## src/rtl/sd_crc_lanes.sv

```systemverilog
// sd_crc_lanes: multi-lane serial CRC engine for the SD host path.
//
// Each of LANES lanes runs an independent MSB-first Galois LFSR of WIDTH
// bits over its data bit, qualified by bit_en on the system clock. On
// out_start the lane registers are snapshotted and shifted out MSB first
// over exactly WIDTH cycles. The lane registers then reload to INIT.
// crc_zero gives the receive check: feed payload plus received CRC, and a
// zero remainder means a good frame.
//
// State table:
//   ACCUM | absorbing bits when bit_en=1; out_start snapshots and leaves
//   SHIFT | presenting one CRC bit per lane per cycle, WIDTH cycles total
//
// Ports:
//   clk        system clock
//   rst        synchronous active-high reset
//   clear      reload every lane register to INIT (aborts a shift-out)
//   bit_en     bit_in is valid this cycle
//   bit_in     one data bit per lane, lane i uses bit_in[i]
//   out_start  begin serial shift-out of the current CRCs
//   crc        lane registers, lane i at [i*WIDTH +: WIDTH]
//   crc_zero   per-lane register equals zero (ACCUM only)
//   out_bit    serial CRC bit per lane, MSB first
//   out_valid  out_bit is valid this cycle
//   out_last   final bit (bit 0) of the shift-out
//   busy       engine is in SHIFT
module sd_crc_lanes #(
    parameter int               LANES = 4,
    parameter int               WIDTH = 16,
    parameter logic [WIDTH-1:0] POLY  = 16'h1021,
    parameter logic [WIDTH-1:0] INIT  = '0
) (
    input  logic                   clk,
    input  logic                   rst,
    input  logic                   clear,
    input  logic                   bit_en,
    input  logic [LANES-1:0]       bit_in,
    input  logic                   out_start,
    output logic [LANES*WIDTH-1:0] crc,
    output logic [LANES-1:0]       crc_zero,
    output logic [LANES-1:0]       out_bit,
    output logic                   out_valid,
    output logic                   out_last,
    output logic                   busy
);

    localparam int             CW      = $clog2(WIDTH);
    localparam logic [CW-1:0]  CNT_TOP = CW'(WIDTH - 1);
    localparam logic [CW-1:0]  CNT_ONE = CW'(1);

    typedef enum logic {ACCUM, SHIFT} state_t;

    state_t           state;
    logic [CW-1:0]    cnt;
    logic [WIDTH-1:0] lane_q  [LANES];
    logic [WIDTH-1:0] shift_q [LANES];
    logic [WIDTH-1:0] lane_nxt[LANES];
    logic [WIDTH-1:0] snap    [LANES];

    // One Galois LFSR step; bit 0 always takes the feedback term.
    function automatic logic [WIDTH-1:0] crc_step(input logic [WIDTH-1:0] r,
                                                  input logic             b);
        logic             inv;
        logic [WIDTH-1:0] n;
        inv  = b ^ r[WIDTH-1];
        n    = {r[WIDTH-2:0], 1'b0} ^ (inv ? POLY : '0);
        n[0] = inv;
        return n;
    endfunction

    // The snapshot includes a bit arriving on the same cycle as out_start.
    always_comb begin
        for (int i = 0; i < LANES; i++) begin
            lane_nxt[i] = crc_step(lane_q[i], bit_in[i]);
            snap[i]     = bit_en ? lane_nxt[i] : lane_q[i];
        end
    end

    always_ff @(posedge clk) begin
        if (rst || clear) begin
            state     <= ACCUM;
            cnt       <= '0;
            out_bit   <= '0;
            out_valid <= 1'b0;
            out_last  <= 1'b0;
            busy      <= 1'b0;
            for (int i = 0; i < LANES; i++) begin
                lane_q[i]  <= INIT;
                shift_q[i] <= '0;
            end
        end else begin
            case (state)
                ACCUM: begin
                    if (bit_en) begin
                        for (int i = 0; i < LANES; i++)
                            lane_q[i] <= lane_nxt[i];
                    end
                    if (out_start) begin
                        // First output bit is presented straight from the
                        // snapshot so it appears the cycle after out_start.
                        for (int i = 0; i < LANES; i++) begin
                            out_bit[i] <= snap[i][WIDTH-1];
                            shift_q[i] <= {snap[i][WIDTH-2:0], 1'b0};
                        end
                        cnt       <= CNT_TOP;
                        out_valid <= 1'b1;
                        out_last  <= 1'b0;
                        busy      <= 1'b1;
                        state     <= SHIFT;
                    end
                end
                SHIFT: begin
                    if (cnt == '0) begin
                        state     <= ACCUM;
                        out_bit   <= '0;
                        out_valid <= 1'b0;
                        out_last  <= 1'b0;
                        busy      <= 1'b0;
                        for (int i = 0; i < LANES; i++)
                            lane_q[i] <= INIT;
                    end else begin
                        for (int i = 0; i < LANES; i++) begin
                            out_bit[i] <= shift_q[i][WIDTH-1];
                            shift_q[i] <= {shift_q[i][WIDTH-2:0], 1'b0};
                        end
                        cnt      <= cnt - 1'b1;
                        out_last <= (cnt == CNT_ONE);
                    end
                end
                default: state <= ACCUM;
            endcase
        end
    end

    genvar g;
    generate
        for (g = 0; g < LANES; g++) begin : g_lane
            assign crc[g*WIDTH +: WIDTH] = lane_q[g];
            assign crc_zero[g] = (state == ACCUM) && (lane_q[g] == '0);
        end
    endgenerate

endmodule

```

## config.mk

```make
export PLATFORM = sky130hd
export DESIGN_NAME = sd_crc_lanes
export DESIGN_NICKNAME = d
export VERILOG_FILES = /design/src/rtl/sd_crc_lanes.sv
export SDC_FILE = /design/constraint.sdc
export NUM_CORES = 1
export LEC_CHECK = 0
export ABC_AREA = 1
export CAP_MARGIN = 30
export CORE_ASPECT_RATIO = 0.9
export CORE_UTILIZATION = 40
export CTS_CLUSTER_SIZE = 14
export DETAILED_ROUTE_END_ITERATION = 16
export GPL_ROUTABILITY_DRIVEN = 0
export SLEW_MARGIN = 20
export SYNTH_ARGS = -nofsm -noshare
export SYNTH_HDL_FRONTEND = slang
export SYNTH_SLANG_ARGS = --single-unit
```

## constraint.sdc

```tcl
create_clock -name clk -period 5.35 [get_ports clk]
set_input_delay 1.605 -clock clk [delete_from_list [all_inputs] [get_ports clk]]
set_output_delay 1.605 -clock clk [all_outputs]
set_load 0.01 [all_outputs]
```

==> results.txt <==
crit-path max cell delay = 0.61 ns
Slowest-stage cell, CP = clkdlybuf4s50_1
flops & latches, synth = 135
most instantiated cells after synthesis = nand2_1 (225), inv_1 (104), o21ai_0 (103)
area grow syn2layout = 14.68%
synthesized net count = 837
Worst Hold Path Cells = 2
most frequent cell after synthesis = nand2_1
layout cells sized above 1 = 0.07602
slew at the pin closest to its max-slew limit = 0.7565 ns
Max-slew headroom = 0.4944
Main synth FF type = edfxtp_1
area leader, netlist = edfxtp_1
CTS max path bufs = 2
first-pass GRT wire length = 26.12 mm
Core Region = 16950 µm²
Die W = 141 µm
TritonRoute pass-1 iters = 5
DP HPWL = 10.47 mm
synthesized area per cell = 8.421 µm²
ys async rst share = 0
Final setup viols = 0
drt wl/cell = 14.36 µm
Sequential Area = 3603 µm²
Yosys warning count = 0
Crit path depth = 4
I/O Buffers = 83
post_cts resized = 0
EDFF count, synth = 90
worst skew pair latency = 0.41 ns
crit path max fanout = 13
Final Cycle Share = 0.7454
H-Tree Depth = 4
Syn Inst Count = 826
Leak = 3.274 nW
# diodes = 0
vias per inst = 4.854
Tmin final = 3.988 ns
maxcap violations = 0
CTS tree = yes
Post-CTS Setup Inserts = 0
Clock transition at path regs = 0.05 ns
top post-synthesis cells by area = edfxtp_1 (39%), dfxtp_1 (13%), nand2_1 (12%), o21ai_0 (7.4%), buf_4 (5.9%)
vias in the first global route = 5053
cells on worst reg2reg path = 6
Max Fclk = 250.8 MHz
final setup TNS = 0 ns
CP Class = register to output port
cts hold-fix bufs = 0
CP required = 3.74 ns
RSZ-0062 raised after global routing = no
GRT Overall Usage = 0.1884
initial antenna violation count = 0
Worst Path Buf+Inv = 2
status = completed
worst min path class = register to register
final hold violation count = 0
PwrDens = 299.3 nW/µm²
Clock Sinks = 135
Synth top area share = 0.3886
Net count, final = 855
FP Rows = 45
Worst EP arrival = 2.38 ns
Die H = 127.1 µm
DR iter-0 viols = 369
vias post-DR = 5291
Cell variety after synth = 31
Multi-input gate area = 2313 µm²
clk root buf = clkbuf_16
cell family with the largest share of critical-path delay = buffers and inverters
final wirelength = 15.65 mm
hold_ws = 0.4732 ns
worst vdd ir = 0.2540 mV
die area = 17920 µm²
Max Transition Viols Final = 0
Worst setup EP type = output port
TritonCTS buffer count = 17
grt total ovfl = 0
initial cell density of the core = 0.4104
ordered list of cells on the worst path = inv_2 > nand3_1 > nor4_1 > clkdlybuf4s50_1
Worst Skew = 0.007440 ns
fillers = 1648
pin count of the biggest net entering global routing = 55
IO Count = 84
post-synthesis cell area = 6955 µm²
DRC Markers = 0
number of nets with antenna violations after routing = 0
sequential share of the synthesized area = 0.5181
Startpoint Class = register
==> worst min-delay path, stage by stage, from the launching register on <==
cell and delay, ns:
dfxtp_1 0.31, nand2_1 0.06, a21oi_1 0.06
==> area by class of cell <==
type                       instances  area share
sequential                       135      0.4518
tap                              235     0.03686
inverter                         110     0.05208
multi-input combinational        491      0.2900
timing repair buffer              89      0.1092
clock inverter                     8    0.004392
clock buffer                      22     0.05569
==> cell families after synthesis <==
group / count (synthesis) / synth area share
compound gates: 170 / 0.1292
fa+ha+maj: 2 / 0.003597
buf+inv: 200 / 0.1493
flops: 135 / 0.5181
simple gates: 319 / 0.1999
==> flip-flops by register name (all words and copies together) (netlist names) <==
name	cells
lane_q	64
out_bit	4
busy	1
cnt	4
state	1
out_last	1
shift_q	60
==> per-stage QoR <==
step                      power (W)    util  instance area (µm²)  cells  worst slack (ns)
final                      0.002387  0.4707                 7976   1090             1.362
after detailed placement   0.001429  0.4424                 7497   1060             1.222
after global placement     0.001427  0.4424                 7497   1060             1.272
after CTS                  0.002404  0.4707                 7976   1090             1.325
after global routing       0.002482  0.4707                 7976   1090             1.207
after floorplan            0.001357       -                 6955    826             2.453
==> per-layer routing <==
metal | vias up | global-route usage | wire [µm]
li1 | 2690 | - | -
met5 | - | 0 | 0
met1 | 2457 | 0.2647 | 7740
met2 | 132 | 0.2903 | 7036
met3 | 12 | 0.04160 | 700
met4 | 0 | 0.05754 | 173
==> final timing paths <==
kind	start	to	slack [ns]
setup / recovery	state	crc_zero[3]	1.36
hold / removal	shift_q[0][0]	shift_q[0][0]	0.47
setup reg to reg	state	lane_q[2][12]	2.81
hold reg to reg	shift_q[0][0]	shift_q[0][0]	0.47
==> cells in the final DEF, fill, tap and decap left out, drive strengths merged, types with 3 or more instances in the layout <==
cell           instances
o211ai                 4
a21oi                 24
o22ai                 26
buf                    7
inv                  110
o21ai                112
nor4                   3
a31oi                  4
edfxtp                90
clkdlybuf4s50         82
dfxtp                 45
clkinv                 8
nand4                 11
nand2                229
nor2                  57
clkbuf                22
nand3                 16
==> power by group <==
group | switching (W) | total, W | internal, W
Clock | 0.000406 | 0.000981 | 0.000575
Sequential | 0.0000291 | 0.00119 | 0.00116
Combinational | 0.000135 | 0.000216 | 0.0000803
(Power assumes the default switching activity.)
